$ cat config.mk
export PLATFORM = sky130hd
export DESIGN_NAME = shift_sequencer
export DESIGN_NICKNAME = d
export VERILOG_FILES = /design/src/rtl/shift_sequencer.sv
export SDC_FILE = /design/constraint.sdc
export NUM_CORES = 1
export LEC_CHECK = 0
export BUFFER_PORTS_ARGS = -buffer_cell sky130_fd_sc_hd__buf_2
export CORE_MARGIN = 5
export CORE_UTILIZATION = 47
export CTS_CLUSTER_SIZE = 12
export DETAILED_ROUTE_END_ITERATION = 10
export PLACE_DENSITY_LB_ADDON = 0.3
export SYNTH_ARGS = -nofsm -noshare
export SYNTH_HDL_FRONTEND = slang
export SYNTH_SLANG_ARGS = --single-unit
$ cat constraint.sdc
create_clock -name clock -period 1.55 [get_ports clock]
set_input_delay 0.0775 -clock clock [delete_from_list [all_inputs] [get_ports clock]]
set_output_delay 0.0775 -clock clock [all_outputs]
set_load 0.02 [all_outputs]
$ cat src/rtl/shift_sequencer.sv
// Shares one 4-bit, 1-cycle-latency barrel shifter between two requesters and extends its reach
// by splitting each logical shift into passes of at most 3 positions.
module shift_sequencer #(
  parameter int unsigned WIDTH = 4,
  parameter int unsigned AMT_W = 3
) (
  input  logic             clock,
  input  logic             reset,

  input  logic             req0_valid,
  output logic             req0_ready,
  input  logic [WIDTH-1:0] req0_data,
  input  logic             req0_left,
  input  logic [AMT_W-1:0] req0_amt,

  input  logic             req1_valid,
  output logic             req1_ready,
  input  logic [WIDTH-1:0] req1_data,
  input  logic             req1_left,
  input  logic [AMT_W-1:0] req1_amt,

  output logic [WIDTH-1:0] sh_in,
  output logic [1:0]       sh_sa,
  output logic             sh_left,
  input  logic [WIDTH-1:0] sh_out,

  output logic             rsp_valid,
  input  logic             rsp_ready,
  output logic             rsp_id,
  output logic [WIDTH-1:0] rsp_data
);

  typedef enum logic [1:0] {StIdle, StIssue, StWait, StDone} state_e;

  state_e           state_q;
  logic [WIDTH-1:0] work_q;
  logic [AMT_W-1:0] rem_q;
  logic             dir_q;
  logic             id_q;
  logic             rr_last_q;

  logic             grant0;
  logic             grant1;
  logic [WIDTH-1:0] sel_data;
  logic             sel_left;
  logic [AMT_W-1:0] sel_amt;

  // Largest step the shifter can take in one pass.
  function automatic logic [1:0] pass_amt(input logic [AMT_W-1:0] amt);
    if (amt > AMT_W'(3)) begin
      return 2'd3;
    end
    return amt[1:0];
  endfunction

  // Round-robin: on contention the requester that was not served last wins.
  always_comb begin
    grant0 = req0_valid & (~req1_valid | rr_last_q);
    grant1 = req1_valid & (~req0_valid | ~rr_last_q);
  end

  always_comb begin
    sel_data = grant1 ? req1_data : req0_data;
    sel_left = grant1 ? req1_left : req0_left;
    sel_amt  = grant1 ? req1_amt  : req0_amt;
  end

  always_comb begin
    req0_ready = (state_q == StIdle) & grant0;
    req1_ready = (state_q == StIdle) & grant1;
  end

  always_comb begin
    rsp_valid = (state_q == StDone);
    rsp_id    = id_q;
    rsp_data  = work_q;
  end

  // sh_* are loaded on entry to StIssue so the shifter sees them during the issue cycle.
  always_ff @(posedge clock) begin
    if (reset) begin
      state_q   <= StIdle;
      work_q    <= '0;
      rem_q     <= '0;
      dir_q     <= 1'b0;
      id_q      <= 1'b0;
      rr_last_q <= 1'b1;
      sh_in     <= '0;
      sh_sa     <= 2'd0;
      sh_left   <= 1'b0;
    end else begin
      unique case (state_q)
        StIdle: begin
          if (grant0 | grant1) begin
            work_q    <= sel_data;
            rem_q     <= sel_amt;
            dir_q     <= sel_left;
            id_q      <= grant1;
            rr_last_q <= grant1;
            sh_in     <= sel_data;
            sh_sa     <= pass_amt(sel_amt);
            sh_left   <= sel_left;
            state_q   <= StIssue;
          end
        end
        StIssue: begin
          rem_q   <= rem_q - AMT_W'(pass_amt(rem_q));
          state_q <= StWait;
        end
        StWait: begin
          work_q <= sh_out;
          if (rem_q == '0) begin
            sh_sa   <= 2'd0;
            state_q <= StDone;
          end else begin
            sh_in   <= sh_out;
            sh_sa   <= pass_amt(rem_q);
            sh_left <= dir_q;
            state_q <= StIssue;
          end
        end
        StDone: begin
          if (rsp_ready) begin
            state_q <= StIdle;
          end
        end
        default: state_q <= StIdle;
      endcase
    end
  end

endmodule

==> out/results.tsv, run 1 <==
metric	value	unit
cts_buffers	3	
first_pass_iters	4	
hp-class	input port to register	
synth-compound-area-share	30.5	%
worst_slew_pin_slew	0.397	ns
synth_fa_ha_area_share	1.22	%
grt_pass1_wl	4580	um
clock_path_buffers	2	
dr_wl_met2	1310	um
fp-row-count	17	
fin_area	1300	sq um
cts_root_buf	clkbuf_4	
grt_util_all_layers	17.5	%
clkLatencyLatePin	0.30	ns
worstSetupStartpointType	register	
io-pin-count	40	
synth_top_family_by_area	compound AO/OA/AOI/OAI gates	
r2r_start	rem_q[2]	
regArea	383	sq um
avgSynthCellArea	8.62	sq um
place_area	1250	sq um
avgViaCountPerCell	5.63	
arrival	1.68	ns
critical_path.max_fanout	8	
r2r_cells	3	
cp-end-kind	register	
grt_pass1_vias	1072	
synth_fp_nets	145	
dp.cells	185	
grt-ovfl-total	0	
core	2150	sq um
cts_sinks	19	
crit_type	register to register	
antenna_found_initial	0	
vias	1070	
fin_crit	1.44	ns
tns	0	ns
drive_gt1_share	34.6	%
io_buffers	39	
crit_required	1.80	ns
nets	189	
synth_top_cell_by_area	dfxtp_1	
reg2reg_to	sh_in[2]	
cts_tree	built	
cp_slowest_cell	a211oi_2	
min_period_over_period	92.6	%
first_iter_violations	29	
crit_path_cell_trace	or3_4 -> a211oi_2 -> a32o_1	
die_y	56.7	um
reg2reg_slack	0.11	ns
fin_skew	0.00802	ns
hold_viol	0	
fmax	0.697	GHz
met1_length	1150	um
multi_input_area	602	sq um
place_hpwl	2190	um
yosysSeqAreaShare	37.1	%
p_leak	0.608	nW
fillCellCount	192	
synthSimpleGateAreaFrac	22.6	%
grt_max_degree	14	
synth_xor_area_share	0	%
route.met3.wl	245	um
gp_congestion	0.869	
cp_slowest_stage_delay	0.41	ns
drcViolationCount	0	
rsz0062_at_grt	false	
vdd_drop_max	0.566	mV
start_util	47.8	%
synth_top_area_share	37.1	%
top_layer_used	met4	
outcome	completed	
die-width	56.7	um
synthCells	119	
synth_cell_types	36	
yosys_register_bits	19	
n_antenna_cell	0	
slew_headroom	73.5	%
min_to	rem_q[1]	
h-tree-depth	1	
ant_nets	0	
yosys_warnings	0	
muxShareOfSynthArea	3.90	%
final_cell_count_no_fill	190	
finalWirelength	2730	um
clk_pin_slew	0.11	ns
die-area	3220	sq um
pwr_density_cell	997	nW/um^2
max_cap_viol_count	0	
synth_area	1030	sq um
final_max_slew_viol_count	0	
wl_per_cell	14.4	um
area_delta_synth_final	26.5	%
whs_path_depth	3	
yosys-top-cells-area	dfxtp_1, a32o_1, nand2b_1, nand2_1, nor2_1	
setup_viol	0	
cts_setup_buffers	0	
worstHoldStart	req1_amt[1]	
==> final cells by class <==
type | instances | share of cell area (%)
multi-input cells | 91 | 46.4
flip-flops and latches | 19 | 29.5
repair buffers | 44 | 18.1
well taps | 28 | 2.70
clock buffers | 3 | 1.74
inverters | 4 | 1.16
clock inverters | 1 | 0.386
==> repair_timing <==
| action | CTS | global route |
|---|---|---|
| resized for setup | 0 | 3 |
| endpoints found under the hold margin | 1 | 0 |
| hold buffers | 1 | 0 |
| endpoints found under the setup margin | 0 | 6 |
==> worst max-delay path: cells and delay by family (launching register included) <==
family | cells | cell delay [ns]
DFF | 1 | 0.39
and+or+nand+nor | 1 | 0.38
AOI/OAI and AO/OA | 2 | 0.61
==> layout by cell type (no fill, tap or decap), types with 2 or more instances in the layout <==
cell type / count
a211oi_1: 3
a21o_1: 2
a21oi_1: 8
a311oi_1: 2
a32o_1: 8
buf_2: 39
buf_4: 4
clkbuf_4: 3
dfxtp_1: 17
dfxtp_2: 2
inv_1: 2
mux2i_1: 4
nand2_1: 11
nand2b_1: 9
nand3_1: 2
nor2_1: 11
nor3_1: 2
o21ai_0: 7
o22ai_1: 3
o311ai_1: 2
or3_1: 2
==> registers in the layout, summed over array words and instances (netlist names) <==
name / cells
state_q: 2
rsp_data: 4
dir_q: 1
sh_left: 1
rsp_id: 1
rr_last_q: 1
rem_q: 3
sh_sa: 2
sh_in: 4
==> worst max-delay path by stage <==
stage / startpoint / slack (ns) / cells after the start / to
after floorplan: rem_q[0] / 0.31 / 3 / sh_left
after global placement: state_q[0] / 0.15 / 4 / sh_in[3]
after detailed placement: state_q[0] / 0.06 / 3 / sh_in[2]
after CTS: state_q[1] / 0.04 / 5 / req0_ready
after global routing: state_q[1] / 0.03 / 5 / req0_ready
final: rem_q[2] / 0.11 / 3 / sh_in[2]
==> cells in the mapped netlist (all sizes together) <==
library cell	n
a211oi	4
a21bo	1
a21boi	1
a21o	2
a21oi	8
a22o	1
a22oi	1
a311oi	2
a32o	8
a32oi	1
and2	1
and2b	1
buf	5
clkinv	1
dfxtp	19
ha	1
inv	3
mux2i	4
nand2	11
nand2b	9
nand3	3
nor2	12
nor3	3
nor3b	1
o21ai	7
o22ai	3
o311ai	2
o31ai	1
or3	3
==> through the flow <==
step	util, %	setup WS [ns]	power, mW	hold slack [ns]
after CTS	60.0	0.0357	1.29	0.0859
final	60.4	0.114	1.29	0.0874
after detailed placement	58.3	0.0551	1.05	0.287
after floorplan	-	0.306	0.903	0.173
after global routing	60.4	0.0336	1.37	0.128
after global placement	58.3	0.154	1.03	0.269
==> cell families after synthesis <==
family / after synthesis
flops: 19
simple gates: 44
fa+ha+maj: 1
compound gates: 42
buf+inv: 9
mux: 4
==> power breakdown <==
| group | internal [mW] | switching (mW) |
|---|---|---|
| Combinational | 0.187 | 0.252 |
| Sequential | 0.552 | 0.0528 |
| Clock | 0.0961 | 0.155 |
==> layer usage <==
layer,GRT usage (%),vias up
met5,0,-
met4,6.78,0
met3,3.45,5
met2,29.9,46
met1,21.4,487
li1,-,532
(Power assumes the default switching activity.)
==> run 2, diff against run 1 <==
--- a/constraint.sdc
+++ b/constraint.sdc
@@ -3,2 +3,2 @@
 set_output_delay 0.0775 -clock clock [all_outputs]
-set_load 0.02 [all_outputs]
+set_load 0.1 [all_outputs]
==> out/results.tsv, run 2 (same netlist as run 1, synthesis figures left out) <==
metric	value	unit	change
hp-class	input port to register		
cts_tree	built		
max_cap_viol_count	0		unchanged
wl_per_cell	15.0	um	+4.0%
final_cell_mix	buf_2, dfxtp_1, nand2_1		
cp_slowest_cell	a211oi_2		
cts_setup_buffers	0		unchanged
slew_headroom	67.5	%	-6.0 points
cts_buffers	3		unchanged
cts_sinks	19		unchanged
grt-ovfl-total	0		unchanged
top_layer_used	met4		
place_area	1310	sq um	+4.3%
dp.cells	186		+0.54%
start_util	47.8	%	unchanged
drive_gt1_share	36.2	%	+1.6 points
nets	190		+0.53%
die-width	56.7	um	unchanged
cp-end-kind	register		
first_pass_iters	4		unchanged
pwr_density_cell	1180	nW/um^2	+19%
core	2150	sq um	unchanged
area_delta_synth_final	31.6	%	
h-tree-depth	1		unchanged
rsz0062_at_grt	false		
first_iter_violations	47		+62%
cp_slowest_stage_delay	0.42	ns	about the same
grt_pass1_wl	4700	um	+2.6%
crit_path_cell_trace	or3_4 -> a211oi_2 -> a32o_1		
antenna_found_initial	0		unchanged
setup_viol	0		unchanged
drcViolationCount	0		unchanged
met1_length	1190	um	+3.7%
p_leak	0.616	nW	+1.4%
ant_nets	0		unchanged
n_antenna_cell	0		unchanged
final_cell_count_no_fill	191		+0.53%
finalWirelength	2860	um	+4.5%
fp-row-count	17		unchanged
die_y	56.7	um	unchanged
vias	1091		+2.0%
cts_root_buf	clkbuf_4		
clkLatencyLatePin	0.29	ns	about the same
clock_path_buffers	2		unchanged
fin_skew	0.000316	ns	-0.00770 ns
clk_pin_slew	0.10	ns	about the same
final_max_slew_viol_count	0		unchanged
avgViaCountPerCell	5.71		+1.4%
grt_util_all_layers	18.4	%	+0.87 points
gp_congestion	0.901		+3.7%
postLayoutCoreUtil	62.8	%	+2.4 points
vdd_drop_max	0.852	mV	+50%
grt_max_degree	14		unchanged
fmax	0.696	GHz	-0.11%
outcome	completed		
arrival	1.68	ns	about the same
fin_area	1350	sq um	+4.1%
fin_crit	1.44	ns	+0.00151 ns
place_hpwl	2270	um	+3.9%
io-pin-count	40		unchanged
dr_wl_met2	1450	um	+11%
min_period_over_period	92.7	%	+0.098 points
final_common_cell	buf_2		
critical_path.max_fanout	8		unchanged
route.met3.wl	175	um	-29%
crit_required	1.79	ns	about the same
io_buffers	39		unchanged
hold_viol	0		unchanged
crit_type	register to register		
tns	0	ns	unchanged
holdWs	0.116	ns	+0.0282 ns
die-area	3220	sq um	unchanged
worst_slew_pin_slew	0.491	ns	+0.0941 ns
worstSetupStartpointType	register		
grt_pass1_vias	1087		+1.4%
run 2: per-stage QoR:
step / setup slack (ns) / power (mW)
finish: 0.113 / 1.60
global placement: 0.144 / 1.34
global route: 0.0391 / 1.68
detailed placement: 0.0850 / 1.36
floorplan: 0.0259 / 1.18
CTS: 0.0460 / 1.60
run 2: what timing repair did:
item | 4_1_cts | 5_1_grt
hold endpoints to repair | 1 | 0
hold buffers | 1 | 0
setup endpoints to repair | 1 | 8
resized for setup | 1 | 5
cloned | 0 | 0
run 2: where the power goes:
part | switching (mW) | total (mW) | internal (mW)
clock network | 0.146 | 0.246 | 0.100
registers | 0.0544 | 0.606 | 0.551
logic | 0.537 | 0.748 | 0.211
run 2: cell type report:
class                      count  area, sq um
sequential                    19          385
fill                         198          798
timing repair buffer          45          288
clock buffer                   4         26.3
tap                           28         35.0
inverter                       4         15.0
multi-input combinational     91          601
run 2: path summary, 6_finish.rpt:
| check | slack (ns) | cells after the start | endpoint | startpoint |
|---|---|---|---|---|
| min | 0.12 | 4 | rsp_data[0] | req0_data[0] |
| min reg2reg | 0.48 | 1 | sh_in[3] | sh_in[3] |
| max | 0.11 | 3 | sh_in[0] | rem_q[2] |
| max reg2reg | 0.11 | 3 | sh_in[0] | rem_q[2] |
run 2: layer usage:
layer	up-vias	global-route usage, %
met3	6	3.91
li1	532	-
met2	36	31.8
met5	-	0
met4	0	8.81
met1	517	21.2
run 2: worst max-delay path: cells and delay by family, from the launching register on:
kind	cells	cell delay (ns)
flops	1	0.39
compound gates	2	0.61
simple gates	1	0.38
==> run 3, diff against run 2 <==
Settings changed: CORE_UTILIZATION 47 to 43, GPL_TIMING_DRIVEN from default to 0.
Clock period 1.55 ns to 1.3 ns, I/O delays scaled along.
==> out/results.tsv, run 3 (same netlist as run 1, synthesis figures left out) <==
metric	value	unit	change
crit_path_cell_trace	buf_8 -> nor2_4 -> nand2_2 -> clkinvlp_4 -> buf_12		
first_iter_violations	34		-28%
final_cell_count_no_fill	203		+6.3%
gp_congestion	0.830		-7.9%
outcome	finished, violations left		
slew_headroom	67.6	%	+0.12 points
final_cell_mix	buf_2, buf_4, dfxtp_1		
drcViolationCount	0		unchanged
grt-ovfl-total	0		unchanged
cts_root_buf	clkbuf_4		
wl_per_cell	16.5	um	+10%
fp-row-count	17		unchanged
vias	1165		+6.8%
place_hpwl	2220	um	-2.1%
worst_slew_pin_slew	0.489	ns	-0.00181 ns
final_max_slew_viol_count	0		unchanged
die-area	3460	sq um	+7.6%
ant_nets	0		unchanged
die-width	58.8	um	+3.7%
first_pass_iters	4		unchanged
final_common_cell	buf_2		
avgViaCountPerCell	5.74		+0.47%
min_period_over_period	105	%	
cts_tree	built		
fin_crit	1.36	ns	
clk_pin_slew	0.11	ns	about the same
grt_max_degree	11		-3
place_area	1300	sq um	-0.77%
antenna_found_initial	0		unchanged
cts_sinks	19		unchanged
crit_type	register to output pin		
io_buffers	39		unchanged
fillCellCount	185		-6.6%
rsz0062_at_grt	true		
dp.cells	186		unchanged
hp-class	input port to register		
cp_slowest_cell	dfxtp_4		
setup_viol	9		+9
critical_path.max_fanout	5		-3
arrival	1.30	ns	-0.38 ns
cp-end-kind	output pin		
cts_buffers	3		unchanged
vdd_drop_max	1.17	mV	+37%
n_antenna_cell	0		unchanged
max_cap_viol_count	0		unchanged
finalPower	2.07	mW	+30%
start_util	45.5	%	-2.3 points
die_y	58.8	um	+3.7%
io-pin-count	40		unchanged
grt_util_all_layers	20.2	%	+1.8 points
worstSetupStartpointType	register		
p_leak	0.691	nW	+12%
hold_viol	0		unchanged
pwr_density_cell	1320	nW/um^2	+11%
clkLatencyLatePin	0.30	ns	about the same
h-tree-depth	1		unchanged
cp_slowest_stage_delay	0.38	ns	-0.04 ns
clock_path_buffers	2		unchanged
fin_skew	0.0117	ns	+0.0113 ns
crit_required	1.24	ns	-0.55 ns
nets	202		+6.3%
area_delta_synth_final	53.5	%	
grt_pass1_vias	1127		+3.7%
drive_gt1_share	49.7	%	+14 points
fin_area	1580	sq um	+17%
worst_slack	-0.0645	ns	-0.177 ns
finalWirelength	3340	um	+17%
grt_pass1_wl	5320	um	+13%
failed_checks	setup timing		
core	2250	sq um	+5.0%
fmax	0.733	GHz	
==> run 3: changes by cell type in the layout (fill, tap and decap cells not counted), moves of 2 or more <==
| cell | before | now |
|---|---|---|
| buf_4 | 5 | 11 |
| buf_6 | 0 | 3 |
| clkinvlp_4 | 0 | 2 |
| dfxtp_1 | 17 | 11 |
| dfxtp_2 | 1 | 5 |
| dfxtp_4 | 1 | 3 |
| inv_2 | 3 | 1 |
| nor2_2 | 2 | 0 |
| nor2_4 | 0 | 2 |
| nor3_1 | 2 | 0 |
| nor3_2 | 0 | 2 |
| o21ai_0 | 7 | 5 |
| o21ai_1 | 0 | 2 |
==> run 3: per-stage QoR <==
| step | TNS, ns | worst slack [ns] | hold slack [ns] | util, % |
|---|---|---|---|---|
| after floorplan | -0.119 | -0.119 | 0.153 | - |
| after global routing | -1.43 | -0.147 | 0.0936 | 69.9 |
| after global placement | -0.589 | -0.123 | 0.246 | 57.5 |
| final | -0.351 | -0.0645 | 0.0812 | 69.9 |
| after detailed placement | -0.755 | -0.131 | 0.262 | 57.5 |
| after CTS | -0.184 | -0.0648 | 0.0600 | 67.8 |
==> run 3: what timing repair did <==
item / CTS / global route
buffers inserted: 10 / 2
pin swaps: 5 / 5
hold buffers: 1 / 0
endpoints found under the hold margin: 1 / 0
gates resized for setup: 26 / 10
setup endpoints to repair: 11 / 17
==> run 3: worst paths after layout <==
path,from,cells past startpoint,to,slack (ns)
max reg2reg,rr_last_q,5,sh_left,-0.05
max,state_q[1],5,req1_ready,-0.06
min,req0_amt[2],3,rem_q[2],0.08
min reg2reg,sh_left,1,sh_left,0.49
==> run 3: area by class of cell <==
cell class,count,area (sq um),share of cell area [%]
buffer,5,50.0,3.18
clock buffer,4,26.3,1.67
inverter,4,22.5,1.43
multi-input combinational,91,687,43.6
sequential,19,398,25.3
tap,28,35.0,2.22
timing repair buffer,52,357,22.6
==> run 3: layer usage <==
layer	up-vias	GRT usage, %	wire length [um]
met5	-	0	0
met1	565	24.4	1290
met4	0	5.18	36
met3	6	4.82	194
met2	33	35.6	1820
li1	561	-	-
==> run 3: critical path, delay by kind of cell (launching register included) <==
kind,cells,cell delay (ns)
buf+inv,3,0.40
flops,1,0.38
simple gates,2,0.21
==> run 3: report_power, final <==
part	switching [mW]	leakage [nW]	internal (mW)
registers	0.0628	0.160	0.663
logic	0.705	0.516	0.338
clock network	0.185	0.0150	0.120
total	0.953	0.691	1.12
